`config.mk`:
```
export PLATFORM = sky130hd
export DESIGN_NAME = io_map_sync
export DESIGN_NICKNAME = d
export VERILOG_FILES = /design/src/rtl/io_map_sync.sv
export SDC_FILE = /design/constraint.sdc
export NUM_CORES = 2
export LEC_CHECK = 0
export CAP_MARGIN = 20
export CORE_ASPECT_RATIO = 2
export CORE_MARGIN = 4
export CORE_UTILIZATION = 55
export DETAILED_ROUTE_END_ITERATION = 6
export PLACE_DENSITY = 0.84
export SYNTH_ARGS = -nofsm -noshare
export SYNTH_HDL_FRONTEND = slang
export SYNTH_SLANG_ARGS = --single-unit
```
`constraint.sdc`:
```
create_clock -name clk -period 3.6 [get_ports clk]
set_input_delay 0.36 -clock clk [delete_from_list [all_inputs] [get_ports clk]]
set_output_delay 0.36 -clock clk [all_outputs]
set_load 0.1 [all_outputs]
```
`src/rtl/io_map_sync.sv`:
```
// io_map_sync: per-pin pad mapper (GPIO / MIPI SCLK,SDA / freq counter) with synchronised
// inputs, registered pad outputs and an atomic config load that tri-states remapped pins.
module io_map_sync #(
  parameter int PIN_NUM     = 24,
  parameter int CFG_NBIT    = 8,
  parameter int MIPI_GP_NUM = 4,
  parameter int FREQ_GP_NUM = 4,
  parameter int SYNC_STAGES = 2,
  parameter int TURN_CYCLES = 4
) (
  input  logic                        clk,
  input  logic                        rst,
  input  logic [PIN_NUM*CFG_NBIT-1:0] i_cfg,
  input  logic                        i_cfg_vld,
  output logic                        o_cfg_busy,
  output logic                        o_cfg_done,
  output logic                        o_cfg_err,
  input  logic [PIN_NUM-1:0]          o_ioctrl_dir,
  input  logic [PIN_NUM-1:0]          o_ioctrl_db,
  output logic [PIN_NUM-1:0]          i_ioctrl_db,
  input  logic [MIPI_GP_NUM-1:0]      mipi_sclk,
  input  logic [MIPI_GP_NUM-1:0]      mipi_sdo,
  input  logic [MIPI_GP_NUM-1:0]      mipi_sdo_en,
  output logic [MIPI_GP_NUM-1:0]      mipi_sdi,
  output logic [FREQ_GP_NUM-1:0]      freq_io,
  input  logic [PIN_NUM-1:0]          i_io_db,
  output logic [PIN_NUM-1:0]          o_io_dir,
  output logic [PIN_NUM-1:0]          o_io_db
);
  localparam int SDA0 = 1 + MIPI_GP_NUM;
  localparam int FRQ0 = 'h19;
  localparam int CW = $clog2(TURN_CYCLES + 1);
  localparam logic [1:0] K_GPIO = 2'd0, K_SCLK = 2'd1, K_SDA = 2'd2, K_FRQ = 2'd3;
  typedef logic [PIN_NUM-1:0][CFG_NBIT-1:0] map_t;
  typedef enum logic [1:0] {IDLE, DRAIN, APPLY} state_t;
  state_t state, state_nxt;
  map_t cfg, active, shadow, eff;
  logic [PIN_NUM-1:0] chg, chg_new, mask_d, dir_d, db_d, sp;
  logic [SYNC_STAGES-1:0][PIN_NUM-1:0] sync;
  logic [CW-1:0] cnt;
  logic [MIPI_GP_NUM-1:0] seen_sclk, seen_sda;
  logic conflict;
  function automatic logic [1:0] kind_of(input logic [CFG_NBIT-1:0] c);
    int v;
    v = int'(c);
    return (v >= 1 && v < SDA0) ? K_SCLK :
           (v >= SDA0 && v < SDA0 + MIPI_GP_NUM) ? K_SDA :
           (v >= FRQ0 && v < FRQ0 + FREQ_GP_NUM) ? K_FRQ : K_GPIO;
  endfunction
  function automatic int grp_of(input logic [CFG_NBIT-1:0] c);
    int v;
    v = int'(c);
    return kind_of(c) == K_SCLK ? v - 1 : kind_of(c) == K_SDA ? v - SDA0 : v - FRQ0;
  endfunction
  assign cfg = i_cfg;
  assign o_cfg_busy = state != IDLE;
  assign o_cfg_done = state == APPLY;
  // Pad registers load the map that will be in force next cycle, so the tri-state
  // window lines up exactly with DRAIN+APPLY and the new map lands right after APPLY.
  always_comb begin
    chg_new = '0;
    for (int m = 0; m < PIN_NUM; m++) chg_new[m] = cfg[m] != active[m];
    state_nxt = state;
    if (state == IDLE && i_cfg_vld) state_nxt = |chg_new ? DRAIN : APPLY;
    if (state == DRAIN && cnt == '0) state_nxt = APPLY;
    if (state == APPLY) state_nxt = IDLE;
    mask_d = state == IDLE ? (i_cfg_vld ? chg_new : '0) : state == DRAIN ? chg : '0;
    eff = state == APPLY ? shadow : active;
  end
  always_comb begin
    dir_d = '0;
    db_d = '0;
    for (int m = 0; m < PIN_NUM; m++) begin
      if (kind_of(eff[m]) == K_GPIO) begin
        dir_d[m] = o_ioctrl_dir[m];
        db_d[m] = o_ioctrl_db[m];
      end
      for (int k = 0; k < MIPI_GP_NUM; k++) begin
        if (kind_of(eff[m]) == K_SCLK && grp_of(eff[m]) == k) begin
          dir_d[m] = 1'b1;
          db_d[m] = mipi_sclk[k];
        end
        if (kind_of(eff[m]) == K_SDA && grp_of(eff[m]) == k) begin
          dir_d[m] = mipi_sdo_en[k];
          db_d[m] = mipi_sdo[k];
        end
      end
    end
  end
  always_comb begin
    sp = sync[SYNC_STAGES-1] & ~chg;
    i_ioctrl_db = '0;
    mipi_sdi = '0;
    freq_io = '0;
    for (int m = 0; m < PIN_NUM; m++) begin
      i_ioctrl_db[m] = kind_of(active[m]) == K_GPIO && sp[m];
      for (int k = 0; k < MIPI_GP_NUM; k++)
        mipi_sdi[k] = mipi_sdi[k] | (kind_of(active[m]) == K_SDA && grp_of(active[m]) == k && sp[m]);
      for (int k = 0; k < FREQ_GP_NUM; k++)
        freq_io[k] = freq_io[k] | (kind_of(active[m]) == K_FRQ && grp_of(active[m]) == k && sp[m]);
    end
  end
  // Only SCLK/SDA groups may have a single driver; counter fan-in is legal.
  always_comb begin
    seen_sclk = '0;
    seen_sda = '0;
    conflict = 1'b0;
    for (int m = 0; m < PIN_NUM; m++) begin
      for (int k = 0; k < MIPI_GP_NUM; k++) begin
        if (kind_of(shadow[m]) == K_SCLK && grp_of(shadow[m]) == k) begin
          conflict = conflict | seen_sclk[k];
          seen_sclk[k] = 1'b1;
        end
        if (kind_of(shadow[m]) == K_SDA && grp_of(shadow[m]) == k) begin
          conflict = conflict | seen_sda[k];
          seen_sda[k] = 1'b1;
        end
      end
    end
  end
  always_ff @(posedge clk) begin
    if (rst) begin
      state <= IDLE;
      active <= '0;
      shadow <= '0;
      chg <= '0;
      cnt <= '0;
      sync <= '0;
      o_cfg_err <= 1'b0;
      o_io_dir <= '0;
      o_io_db <= '0;
    end else begin
      state <= state_nxt;
      sync <= {sync[SYNC_STAGES-2:0], i_io_db};
      o_io_dir <= dir_d & ~mask_d;
      o_io_db <= db_d & ~mask_d;
      if (state == IDLE && i_cfg_vld) begin
        shadow <= cfg;
        chg <= chg_new;
        cnt <= CW'(TURN_CYCLES - 1);
      end
      if (state == DRAIN && cnt != '0) cnt <= cnt - CW'(1);
      if (state == APPLY) begin
        active <= shadow;
        chg <= '0;
        o_cfg_err <= conflict;
      end
    end
  end
endmodule

```
Word-level counts from Yosys, hierarchy flattened
Cells that the tools add are included.
{"block": "totals", "inputBits": 279, "register_bits": 510}
{"block": "op_classes", "n_eq_ne": 410, "bitwise_logic": 372, "mux": 1169, "order_cmp": 432, "n_reduce_logical": 1140, "add_sub_neg": 217}
{"operator": "$eq A32 B3 Y1 const B", "count": 144}
{"operator": "$mux W32", "count": 144}
{"operator": "$eq A32 B2 Y1 const B", "count": 72}
{"operator": "$logic_not A32 Y1", "count": 72}
{"operator": "$logic_and A1 B1 Y1", "count": 1011}
{"operator": "$mux W1", "count": 800}
{"operator": "$sub A8 B1 Y9 const B", "count": 72}
{"operator": "$sub A8 B3 Y9 const B", "count": 72}
{"operator": "$sub A8 B5 Y9 const B", "count": 72}
{"operator": "$ge A8 B1 Y1 const B", "count": 72}
{"operator": "$ge A8 B3 Y1 const B", "count": 72}
{"operator": "$ge A8 B5 Y1 const B", "count": 72}
{"operator": "$lt A8 B3 Y1 const B", "count": 72}
{"operator": "$lt A8 B4 Y1 const B", "count": 72}
{"operator": "$lt A8 B5 Y1 const B", "count": 72}
{"operator": "$mux W2", "count": 219}
{"operator": "$or A1 B1 Y1", "count": 367}
{"operator": "$eq A2 B2 Y1 const B", "count": 97}
{"operator": "$mux W192", "count": 1}
{"operator": "$ne A8 B8 Y1", "count": 24}
{"operator": "$eq A2 B1 Y1 const B", "count": 73}
{"operator": "$logic_not A2 Y1", "count": 49}
{"operator": "$and A24 B24 Y24", "count": 3}
{"operator": "$mux W24", "count": 3}
{"operator": "9 further kinds", "count": 13}

Logic depth before layout (Yosys ltp)
{"block": "depth", "depth_word": 378, "mapped_depth": 16}

Least setup slack after synthesis
Ideal clock, no wire load.
{"block": "synth_timing", "path_kind": "register to output", "from": "register active[81] (netlist name)", "to": "output port mipi_sdi[2]", "path_buffers": 1, "slack_ns": -0.329, "arrival_time_ns": 3.569, "path_stages_with_launch": 8, "required_time_ns": 3.240, "path_cell_list": "dfxtp_1 clkbuf_1 or3_1 o21ai_0 a21oi_1 nor2b_1 nand3_1 o21ai_0"}
{"block": "synth_via", "elab_chain_len": 25, "elab_cells_between_ends": 36, "classes_between": "3 x add/sub; 6 x order compare; 3 x eq/ne; 5 x mux; 14 x bitwise; 5 x reduce/logical"}
{"item": "from (decl)", "line_no": "37", "rtl": "map_t cfg, active, shadow, eff;"}
{"item": "from (signal assigned)", "line_no": "144", "rtl": "active <= shadow;"}
{"item": "$ge A8 B5 Y1 / $lt A8 B5 Y1 (equally long branches)", "line_no": "48", "rtl": "(v >= FRQ0 && v < FRQ0 + FREQ_GP_NUM) ? K_FRQ : K_GPIO;"}
{"item": "$logic_and A1 B1 Y1", "line_no": "48"}
{"item": "$mux W2", "line_no": "48"}
{"item": "$mux W2", "line_no": "47", "rtl": "(v >= SDA0 && v < SDA0 + MIPI_GP_NUM) ? K_SDA :"}
{"item": "$mux W2", "line_no": "46", "rtl": "return (v >= 1 && v < SDA0) ? K_SCLK :"}
{"item": "$eq A2 B2 Y1", "line_no": "53, 98"}
{"item": "$mux W32 (2 in a row)", "line_no": "53", "rtl": "return kind_of(c) == K_SCLK ? v - 1 : kind_of(c) == K_SDA ? v - SDA0 : v - FRQ0;"}
{"item": "$eq A32 B3 Y1", "line_no": "98", "rtl": "mipi_sdi[k] = mipi_sdi[k] | (kind_of(active[m]) == K_SDA && grp_of(active[m]) == k && sp[m]);"}
{"item": "$logic_and A1 B1 Y1 * (2 in a row)", "line_no": "98"}
{"item": "$or A1 B1 Y1 * (14 in a row)", "line_no": "98"}
{"item": "to (decl)", "line_no": "24", "rtl": "output logic [MIPI_GP_NUM-1:0] mipi_sdi,"}
Mark *: on every way between the ends. The rest lies on a longest branch, timed or not.

Worst setup path in the final report
{"block": "layout_timing", "from": "register shadow[7] (netlist name)", "to": "register o_cfg_err"}
{"block": "layout_via", "elab_chain_len": 378, "elab_cells_between_ends": 582, "classes_between": "3 x add/sub; 6 x order compare; 5 x eq/ne; 373 x mux; 183 x bitwise; 12 x reduce/logical"}
{"item": "from (decl)", "line_no": "37"}
{"item": "from (signal assigned)", "line_no": "138", "rtl": "shadow <= cfg;"}
{"item": "$ge A8 B5 Y1 / $lt A8 B5 Y1 (equally long branches)", "line_no": "48"}
{"item": "$logic_and A1 B1 Y1", "line_no": "48"}
{"item": "$mux W2", "line_no": "48"}
{"item": "$mux W2", "line_no": "47"}
{"item": "$mux W2", "line_no": "46"}
{"item": "$eq A2 B2 Y1", "line_no": "53, 114"}
{"item": "$mux W32 (2 in a row)", "line_no": "53"}
{"item": "$logic_not A32 Y1", "line_no": "110, 114"}
{"item": "[361 not listed]"}
{"item": "$or A1 B1 Y1", "line_no": "111", "rtl": "conflict = conflict | seen_sclk[k];"}
{"item": "$mux W1", "line_no": "110", "rtl": "if (kind_of(shadow[m]) == K_SCLK && grp_of(shadow[m]) == k) begin"}
{"item": "$or A1 B1 Y1", "line_no": "115", "rtl": "conflict = conflict | seen_sda[k];"}
{"item": "$mux W1", "line_no": "114", "rtl": "if (kind_of(shadow[m]) == K_SDA && grp_of(shadow[m]) == k) begin"}
{"item": "$or A1 B1 Y1", "line_no": "111"}
{"item": "$mux W1", "line_no": "110"}
{"item": "$or A1 B1 Y1", "line_no": "115"}
{"item": "$mux W1 *", "line_no": "114"}
{"item": "to (signal assigned)", "line_no": "146", "rtl": "o_cfg_err <= conflict;"}
{"item": "to (decl)", "line_no": "17", "rtl": "output logic o_cfg_err,"}
Marked as above.
A chain may end at the register's enable or synchronous reset.

==> impl_metrics.csv <==
group,metric,value,unit
cts,clkLatencyLatePin,0.65,ns
sta,min_period,3.76,ns
worst_setup_path,critical-path-max-stage-delay,0.57,ns
detailed_routing,wl,193000,um
sta,relSlewSlack,0.202,
cts,cts_root_buf,"clkbuf_16",
logic_synthesis,synth_edf_count,0,
logic_synthesis,synth_cell_types,118,
cts,cts_buffers,47,
floorplan,die_y,361,um
logic_synthesis,ys_ff_latch,510,
worst_setup_path,cp_max_fo,8,
final_layout,drive_gt1_frac,0.176,
cts,hold_buffers,0,
floorplan,initial_core_util,0.553,
logic_synthesis,synth_common_cells,"965 x nand2_1, 510 x a21oi_1, 510 x dfxtp_1",
worst_setup_path,path_cells,"nor4_4 > buf_4 > buf_4 > a22oi_2 > buf_4 > nand3_1 > nor2_2 > nand4_1 > a22oi_2 > nand4_1 > or4_4 > nor3_1 > a311oi_1",
floorplan,rows,129,
floorplan,die_w,184,um
detailed_routing,vias,44000,
logic_synthesis,synth_ff_type,"dfxtp_1",
power,peakVddDrop,0.000605,V
logic_synthesis,synth.top_cell.area_share,0.299,
final_layout,final_area,0.0450,mm^2
outcome,status,"finished, violations left",
cts,clockBufferDepth,3,
sta,setup_viol,7,
floorplan,io_pins,362,
sta,slew_viol_final,0,
sta,setup_tns,-0.415,ns
grt,overflow,0,
logic_synthesis,synth_area_per_cell,7.15,um^2
final_layout,finish.utilization,0.727,
final_layout,finish.net_count,5741,
worst_setup_path,cp-start-kind,"flip-flop",
floorplan,coreArea,0.0618,mm^2
cts,cts_tree,"done",
cts,clock_sinks,510,
sta,worst_pin_slew,1.20,ns
logic_synthesis,syn-instance-count,4784,
worst_setup_path,endpoint_kind,"flip-flop",
cts,htreeDepth,2,
outcome,violations,"design-rule violations, negative setup slack",
worst_setup_path,path_buf_inv,3,
grt,grt_pass1_vias,42000,
placed_design,place_area,0.0420,mm^2
detailed_routing,routedWlPerCell,30.7,um
worst_setup_path,cpMostUsedCell,"buf_4",
logic_synthesis,yosysWarningCount,0,
detailed_routing,avgViaCountPerCell,6.99,
placed_design,port_buffers,361,
logic_synthesis,yosysMostFrequentCell,"nand2_1",
sta,whs,0.203,ns
logic_synthesis,synth_fp_nets,5065,
final_layout,area_growth_syn_to_layout,31.5,%
worst_setup_path,crit_arrival,4.25,ns
worst_setup_path,path_class,"flip-flop to flip-flop",
cts,path_clk_slew,0.07,ns
logic_synthesis,synthArstFlopShare,0,
sta,final.period_utilization,1.05,
logic_synthesis,synth.area.top_cells,"dfxtp_1 30%, nand2_1 11%, a21oi_1 7.5%",
grt,grt_max_degree,114,
grt,grt_antenna_before_repair,18,
worst_setup_path,cp.required,4.09,ns
logic_synthesis,yosys.area.top_type,"dfxtp_1",
sta,finalHoldViolations,0,
sta,fin_worst_skew,0.0415,ns
grt,track_usage,0.551,
power,powerDensity,377,mW/mm^2
placed_design,gp_congestion,1.19,
detailed_routing,drcViolationCount,77,
floorplan,dieArea,0.0665,mm^2
logic_synthesis,yosysSeqAreaShare,0.299,
sta,rsz0062_at_grt,"yes",
placed_design,dp_slack,-0.457,ns
logic_synthesis,synth_area,0.0342,mm^2
worst_setup_path,crit_path_top_delay_cell,"nand4_1",
sta,clock.fmax,0.266,GHz
power,p_leak,18.6,nW
min_path,min_path_type,"input port to flip-flop",
worst_setup_path,critPathTopFamily,"simple AND/OR/NAND/NOR gates",
detailed_routing,firstDrtPassIters,7,
grt,grt_pass1_wl,272000,um
sta,worst_slack,-0.162,ns
run,drv_cap,0,
placed_design,hpwl,147000,um
detailed_routing,drtIter0Drc,6648,
detailed_routing,ant_nets,0,
## cell families after synthesis
group / share of synthesized area
AO/OA/AOI/OAI: 0.198
AND/OR/NAND/NOR: 0.345
buffers and inverters: 0.0457
flip-flops: 0.299
adder cells (fa/ha/maj): 0.00282
multiplexers: 0.0436
XOR/XNOR: 0.0661
## cell type report
class | instances | area (um^2)
inverters | 49 | 186
fillers | 4746 | 16800
diodes | 16 | 40.0
flip-flops and latches | 510 | 10300
well taps | 786 | 983
clock inverters | 27 | 477
repair buffers | 949 | 8390
multi-input cells | 3903 | 23400
clock buffers | 58 | 1260
## layer usage
| layer | up-vias | GRT usage | part of all wire |
|---|---|---|---|
| li1 | 18500 | - | - |
| met4 | 2 | 0.587 | 0.15 |
| met5 | - | 0.00296 | 0.000062 |
| met2 | 3901 | 0.821 | 0.42 |
| met3 | 1461 | 0.173 | 0.13 |
| met1 | 20200 | 0.581 | 0.30 |
## where the power goes
group          leakage (nW)  switching (W)  internal (W)
logic                  13.6        0.00309       0.00174
clock network         0.847        0.00258       0.00331
registers              4.19       0.000307       0.00592
total                  18.6        0.00598        0.0110
## worst paths after layout
kind	startpoint	to	slack (ns)	cells past startpoint
worst max register to register	shadow[7]	o_cfg_err	-0.16	13
worst max-delay path	shadow[7]	o_cfg_err	-0.16	13
worst min register to register	sync[2]	sync[26]	0.44	1
worst min-delay path	rst	active[116]	0.20	2
## repair_timing
item,in CTS,in global routing
gates resized for setup,86,146
setup buffers,11,18
pin swaps,19,50
setup endpoints to repair,9,15
## flip-flops by register name, indices dropped and copies added, names as in the netlist, 2 cells and up
register,count
o_io_db,24
shadow,192
o_io_dir,24
chg,24
sync,48
state,2
cnt,3
active,192
## layout by cell type (no fill, tap or decap), types with 29 or more instances in the layout
master             n
xnor2_1           31
a31oi_1           42
inv_1             46
a21oi_1          506
buf_4            573
nor3_1           169
nor2b_1           94
nand2_1          962
nand4_1           56
nand3b_1          38
nor4b_1           39
nand3_1          127
dfxtp_2           29
clkdlybuf4s50_1  327
buf_12            29
clkbuf_16         49
xor2_1           227
or3_1             32
nor4_1           110
a221oi_1          29
o22ai_1           43
dfxtp_1          473
a22oi_1           30
nand2b_1          65
nor3b_1           34
mux2i_1          120
o21ai_0          155
nor2_1           375
## metrics by stage
stage,cells,power [W]
after global routing,6290,0.0172
after CTS,6262,0.0165
after detailed placement,6166,0.0108
after floorplan,4784,0.00863
final,6298,0.0170
after global placement,6163,0.0107
(Power assumes the default switching activity.)
